`src/rtl/mbinit_pkg.sv`:
```
// Shared MBINIT definitions: SB message geometry, requester indices and the
// sideband TX arbiter state encoding.
package mbinit_pkg;

    localparam int SB_MSG_W  = 4;
    localparam int SB_DATA_W = 16;

    localparam int REQ_PARAM      = 0;
    localparam int REQ_CAL        = 1;
    localparam int REQ_REPAIRCLK  = 2;
    localparam int REQ_REPAIRVAL  = 3;
    localparam int REQ_REVERSALMB = 4;
    localparam int REQ_REPAIRMB   = 5;
    localparam int MBINIT_N_REQ   = REQ_REPAIRMB + 1;

    typedef enum logic [2:0] {
        ARB_IDLE        = 3'd0,
        ARB_ISSUE       = 3'd1,
        ARB_WAIT_ACCEPT = 3'd2,
        ARB_WAIT_DONE   = 3'd3,
        ARB_RELEASE     = 3'd4
    } arb_state_e;

endpackage

```
`src/rtl/mbinit_rr_picker.sv`:
```
// Combinational round-robin picker: first set request at or above the
// pointer, wrapping at N_REQ-1. Shared by the TX and RX-side arbiters.
module mbinit_rr_picker #(
    parameter  int N_REQ = 6,
    localparam int IW    = (N_REQ > 1) ? $clog2(N_REQ) : 1
) (
    input  logic [N_REQ-1:0] req_i,
    input  logic [IW-1:0]    ptr_i,
    output logic [N_REQ-1:0] gnt_o,
    output logic [IW-1:0]    idx_o,
    output logic             found_o
);

    logic [IW-1:0] k;

    always_comb begin
        gnt_o   = '0;
        idx_o   = '0;
        found_o = 1'b0;
        k       = ptr_i;
        for (int i = 0; i < N_REQ; i++) begin
            if (!found_o && req_i[k]) begin
                gnt_o[k] = 1'b1;
                idx_o    = k;
                found_o  = 1'b1;
            end
            // Explicit wrap so non-power-of-two N_REQ stays in range.
            k = (k == IW'(N_REQ - 1)) ? '0 : k + IW'(1);
        end
    end

endmodule

```
`src/rtl/mbinit_sb_tx_arbiter.sv`:
```
// Round-robin owner of the sideband TX port for the MBINIT substate wrappers:
// issues one message, tracks the SB busy handshake, returns a completion pulse.
module mbinit_sb_tx_arbiter
    import mbinit_pkg::*;
#(
    parameter int N_REQ     = MBINIT_N_REQ,
    parameter int MSG_W     = SB_MSG_W,
    parameter int DATA_W    = SB_DATA_W,
    parameter int ACCEPT_TO = 8
) (
    input  logic                      i_clk,
    input  logic                      i_rst_n,
    input  logic                      i_ltsm_in_reset,
    input  logic [N_REQ-1:0]          i_req_valid,
    input  logic [N_REQ*MSG_W-1:0]    i_req_msg,
    input  logic [N_REQ*DATA_W-1:0]   i_req_data,
    input  logic [N_REQ-1:0]          i_req_data_valid,
    input  logic                      i_SB_Busy,
    output logic                      o_tx_msg_valid,
    output logic [MSG_W-1:0]          o_TX_SbMessage,
    output logic [DATA_W-1:0]         o_tx_data_bus,
    output logic                      o_tx_data_valid,
    output logic [N_REQ-1:0]          o_grant,
    output logic [N_REQ-1:0]          o_falling_edge_busy,
    output logic                      o_arb_error
);

    localparam int IW = (N_REQ > 1) ? $clog2(N_REQ) : 1;
    localparam int CW = (ACCEPT_TO > 1) ? $clog2(ACCEPT_TO) : 1;

    arb_state_e         state_q, state_d;
    logic [IW-1:0]      ptr_q, ptr_d;
    logic [IW-1:0]      owner_q, owner_d;
    logic [CW-1:0]      cnt_q, cnt_d;
    logic [N_REQ-1:0]   grant_q, grant_d;
    logic [MSG_W-1:0]   msg_q, msg_d;
    logic [DATA_W-1:0]  data_q, data_d;
    logic               dv_q, dv_d;
    logic               txv_q, txv_d;
    logic               busy_prev_q;

    logic [N_REQ-1:0]   pick_gnt;
    logic [IW-1:0]      pick_idx;
    logic               pick_found;
    logic               busy_fall;
    logic [IW-1:0]      ptr_after_owner;

    mbinit_rr_picker #(.N_REQ(N_REQ)) u_picker (
        .req_i   (i_req_valid),
        .ptr_i   (ptr_q),
        .gnt_o   (pick_gnt),
        .idx_o   (pick_idx),
        .found_o (pick_found)
    );

    assign busy_fall       = busy_prev_q & ~i_SB_Busy;
    assign ptr_after_owner = (owner_q == IW'(N_REQ - 1)) ? '0 : owner_q + IW'(1);

    always_comb begin
        state_d             = state_q;
        ptr_d               = ptr_q;
        owner_d             = owner_q;
        cnt_d               = cnt_q;
        grant_d             = grant_q;
        msg_d               = msg_q;
        data_d              = data_q;
        dv_d                = dv_q;
        txv_d               = 1'b0;
        o_falling_edge_busy = '0;
        o_arb_error         = 1'b0;

        if (i_ltsm_in_reset) begin
            state_d = ARB_IDLE;
            ptr_d   = '0;
            cnt_d   = '0;
            grant_d = '0;
            msg_d   = '0;
            data_d  = '0;
            dv_d    = 1'b0;
        end else begin
            case (state_q)
                ARB_IDLE: begin
                    // Never hand a new message to an encoder that is still busy.
                    if (pick_found && !i_SB_Busy) begin
                        grant_d = pick_gnt;
                        owner_d = pick_idx;
                        msg_d   = i_req_msg[int'(pick_idx)*MSG_W +: MSG_W];
                        data_d  = i_req_data[int'(pick_idx)*DATA_W +: DATA_W];
                        dv_d    = i_req_data_valid[pick_idx];
                        state_d = ARB_ISSUE;
                    end
                end
                ARB_ISSUE: begin
                    txv_d   = 1'b1;
                    cnt_d   = '0;
                    state_d = ARB_WAIT_ACCEPT;
                end
                ARB_WAIT_ACCEPT: begin
                    if (i_SB_Busy) begin
                        state_d = ARB_WAIT_DONE;
                    end else if (cnt_q == CW'(ACCEPT_TO - 1)) begin
                        o_arb_error = 1'b1;
                        grant_d     = '0;
                        msg_d       = '0;
                        data_d      = '0;
                        dv_d        = 1'b0;
                        ptr_d       = ptr_after_owner;
                        state_d     = ARB_RELEASE;
                    end else begin
                        cnt_d = cnt_q + CW'(1);
                    end
                end
                ARB_WAIT_DONE: begin
                    if (busy_fall) begin
                        o_falling_edge_busy = grant_q;
                        grant_d             = '0;
                        msg_d               = '0;
                        data_d              = '0;
                        dv_d                = 1'b0;
                        ptr_d               = ptr_after_owner;
                        state_d             = ARB_RELEASE;
                    end
                end
                ARB_RELEASE: state_d = ARB_IDLE;
                default:     state_d = ARB_IDLE;
            endcase
        end
    end

    always_ff @(posedge i_clk or negedge i_rst_n) begin
        if (!i_rst_n) begin
            state_q     <= ARB_IDLE;
            ptr_q       <= '0;
            owner_q     <= '0;
            cnt_q       <= '0;
            grant_q     <= '0;
            msg_q       <= '0;
            data_q      <= '0;
            dv_q        <= 1'b0;
            txv_q       <= 1'b0;
            busy_prev_q <= 1'b0;
        end else begin
            state_q     <= state_d;
            ptr_q       <= ptr_d;
            owner_q     <= owner_d;
            cnt_q       <= cnt_d;
            grant_q     <= grant_d;
            msg_q       <= msg_d;
            data_q      <= data_d;
            dv_q        <= dv_d;
            txv_q       <= txv_d;
            busy_prev_q <= i_SB_Busy;
        end
    end

    assign o_tx_msg_valid  = txv_q;
    assign o_TX_SbMessage  = msg_q;
    assign o_tx_data_bus   = data_q;
    assign o_tx_data_valid = dv_q;
    assign o_grant         = grant_q;

endmodule

```
`config.mk`:
```
export PLATFORM = sky130hd
export DESIGN_NAME = mbinit_sb_tx_arbiter
export DESIGN_NICKNAME = d
export VERILOG_FILES = /design/src/rtl/mbinit_pkg.sv /design/src/rtl/mbinit_rr_picker.sv /design/src/rtl/mbinit_sb_tx_arbiter.sv
export SDC_FILE = /design/constraint.sdc
export NUM_CORES = 1
export LEC_CHECK = 0
export ABC_AREA = 1
export CAP_MARGIN = 0
export CORE_MARGIN = 2
export CORE_UTILIZATION = 49
export CTS_BUF_LIST = sky130_fd_sc_hd__clkbuf_8
export DETAILED_ROUTE_END_ITERATION = 6
export PLACE_DENSITY = 0.94
export SLEW_MARGIN = 20
export SYNTH_ARGS = -nofsm -noshare
export SYNTH_HDL_FRONTEND = slang
export SYNTH_SLANG_ARGS = --single-unit
```
`constraint.sdc`:
```
create_clock -name i_clk -period 5.6 [get_ports i_clk]
set_input_delay 0.56 -clock i_clk [delete_from_list [all_inputs] [get_ports i_clk]]
set_output_delay 0.56 -clock i_clk [all_outputs]
set_load 0.01 [all_outputs]
```
==> summary.txt <==
Layout
  – Commonest non-fill, non-tap cell in the layout: nand2_1
  – N_diodes: 0
  – Reg area: just over 0.001 mm^2
  – Commonest cells after routing, fill and taps aside: 234 x nand2_1, 169 x clkdlybuf4s50_1, 162 x nand3_1
  – Area Overhead vs Synth: 40.3%
  – Share of layout cells above drive strength 1: under 10%
  – Multi-input logic area: ~0.0026 mm^2
  – Layout Nets: 1021
  – FILL cells: about 750
  – Post-route cell area: approximately 0.0061 mm^2

Synth
  – Syn Area/Cell: ~5.8 um^2
  – Syn Inst Count: around 740
  – Synth cell types: 38
  – Cell Area, Synth: around 0.0043 mm^2
  – Synth Warn #: 0
  – Register area share after synthesis: about a quarter
  – Number of synthesized register bits: 41
  – Synthesized net count: between 800 and 900

Clock network
  – Skew-Pair Late Insertion Delay: 300 ps
  – CTS Hold Bufs: 0
  – Worst-path clk slew: ~80 ps
  – CTS Sinks: 41
  – CTS buffer count: 5
  – Max Buffers Root-to-Sink: 2
  – H-Tree Depth: 2
  – Root Buffer: clkbuf_8
  – Post-cts sizing count: 0
  – Setup bufs post-CTS: 0
  – CTS tree: built

Global route
  – GRT Residual Overflow: 0
  – First-pass GRT wire length: 22.5 mm
  – GRT Overall Usage: roughly 28%
  – Largest net degree at the start of global routing: 65
  – Number of global-route vias before repair: around 4800
  – Antenna violations before repair: 0

Worst hold path
  – Worst Hold Class: in -> async

Floorplanning
  – Std-Cell Rows: 34
  – Core footprint: between 0.008 and 0.009 mm^2
  – Top Ports: 171
  – Starting Density: 50.1%
  – Die Ht: 97.9 um
  – Die width: roughly 98 um
  – Die Area: about 0.0096 mm^2

Timing
  – Fin. max-slew vios: 0
  – Slew @ Worst Pin: ~960 ps
  – Peak Freq: roughly 270 MHz
  – Layout Skew: between 6 and 7 ps
  – Max_slew headroom: about 36%
  – RSZ-0062 raised after global routing: no
  – Period utilization: between 60% and 70%
  – # setup viols final: 0
  – Setup TNS: 0 ps
  – Final Hold Viols: 0
  – Tmin final: approximately 3700 ps

Setup path
  – Cells along the critical path: nand2_1 > nand2_2 > nand3_1 > nand2_2 > nand4_2 > o22ai_1 > nand2_1 > nor2_2 > inv_2 > nand2_1 > nand3_1 > nand2_1
  – CP startpoint kind: flop
  – Critical-path top delay cell: dfrtp_1
  – CP Class: reg -> reg
  – CP max stage delay: about 850 ps
  – Nature of the critical path endpoint: flop
  – Worst endpoint required time: between 5000 and 6000 ps
  – Worst Path Max Fanout: 22
  – Most common cell on crit path: nand2_1
  – CP arrival: about 3900 ps

Routing
  – Vias: 5190
  – Post-route ant nets: 0
  – DRT Pass-1 Iters: 5
  – Via density: between 5 and 6
  – Avg WL per Cell: 13.5 um
  – WL met3: approximately 990 um
  – DRC viols: 0
  – First-iteration detailed-routing DRC count: 321
  – Met2 wire length: 6.51 mm
  – Top layer used by detailed routing: met4
  – WL final: 13.4 mm
  – DRT met1 WL: between 5 and 6 mm

Power and ir drop
  – Power Dens Cells: ~710 mW/mm^2
  – Pleak: ~3.2 nW
  – Largest vdd supply drop: about 0.6 mV

Flow run
  – Max Cap Viol: 0

Outcome
  – Status: completed

Placed design
  – Port Buf Inserts: 170
  – Gpl congestion: 0.973
  – Post-DP HPWL: around 10 mm
  – DP Area: 0.00592 mm^2
## critical path: cells and delay by family (launching register included)
family / cells / cell delay (ps)
AND/OR/NAND/NOR: 10 / 2150
AO/OA/AOI/OAI: 1 / 210
buffers and inverters: 1 / 380
flip-flops: 1 / 850
## cell usage after synthesis (all sizes together)
cell | instances | share of area, %
a32o | 2 | 0.46
o31ai | 1 | 0.29
inv | 131 | 11
a221oi | 1 | 0.20
nor3 | 7 | 0.93
clkinv | 1 | 0.087
a21oi | 13 | 1.8
o211ai | 1 | 0.17
nand2 | 247 | 22
clkbuf | 4 | 0.35
buf | 36 | 5.5
o22ai | 6 | 0.87
a31oi | 1 | 0.14
nor2 | 42 | 5.2
o221ai | 2 | 0.41
dfrtp | 41 | 24
nand4 | 5 | 1.2
o2111ai | 1 | 0.20
nand3 | 169 | 21
ha | 2 | 0.58
o21ai | 30 | 3.6
## worst paths after layout
kind / start / end / slack (ps) / cells past startpoint
min: i_rst_n / o_tx_msg_valid$_DFF_PN0_ / 380 / 1
max: ptr_q[0]$_DFFE_PN0P_ / o_tx_data_bus[1]$_DFFE_PN0P_ / 1920 / 12
min in group i_clk: o_tx_data_bus[13]$_DFFE_PN0P_ / o_tx_data_bus[13]$_DFFE_PN0P_ / 490 / 2
max in group asynchronous: i_rst_n / o_tx_data_bus[1]$_DFFE_PN0P_ / 4660 / 1
min reg2reg: o_tx_data_bus[13]$_DFFE_PN0P_ / o_tx_data_bus[13]$_DFFE_PN0P_ / 490 / 2
max reg2reg: ptr_q[0]$_DFFE_PN0P_ / o_tx_data_bus[1]$_DFFE_PN0P_ / 1920 / 12
## cell type report
class	instances	share of cell area, %
repair buffers	173	28.5
flip-flops and latches	41	16.9
clock buffers	5	1.13
inverters	132	8.21
well taps	108	2.23
clock inverters	3	0.702
multi-input cells	530	42.3
## metal layers
metal / global-route usage (%) / vias up
li1: - / 2620
met1: 37.5 / 2268
met2: 46.6 / 270
met3: 3.65 / 32
met4: 9.83 / 0
met5: 0 / -
## power by group
part | switching [W] | total, W | internal, W | leakage [nW]
clock | 0.000110 | 0.000242 | 0.000132 | 0.0595
combinational | 0.00248 | 0.00363 | 0.00115 | 2.56
sequential | 0.0000811 | 0.000457 | 0.000376 | 0.552
total | 0.00267 | 0.00433 | 0.00166 | 3.17
## sequential cells by signal, indices dropped and copies added (netlist names)
name and cells:
o_tx_data_bus 16, o_grant 6, o_TX_SbMessage 4, cnt_q 3, owner_q 3, ptr_q 3, state_q 3, busy_prev_q 1
o_tx_data_valid 1, o_tx_msg_valid 1
## metrics by stage
stage               cells  setup WS [ps]  util, %  hold slack, ps  power, W
floorplan             743           3330        -             264   0.00340
global placement      983           1900     68.6             463   0.00404
detailed placement    983           1840     68.6             464   0.00406
CTS                   991           1860     69.9             412   0.00431
global route          992           1470     70.2             449   0.00480
finish                992           1920     70.2             382   0.00433
## cell families after synthesis
family	count (synthesis)	share of synthesized area [%]
and+or+nand+nor	470	50.2
adders and majority gates	2	0.579
DFF	41	23.7
AOI/OAI and AO/OA	58	8.16
buffers and inverters	172	17.3
Note: power is estimated with default switching activity, not from simulation.
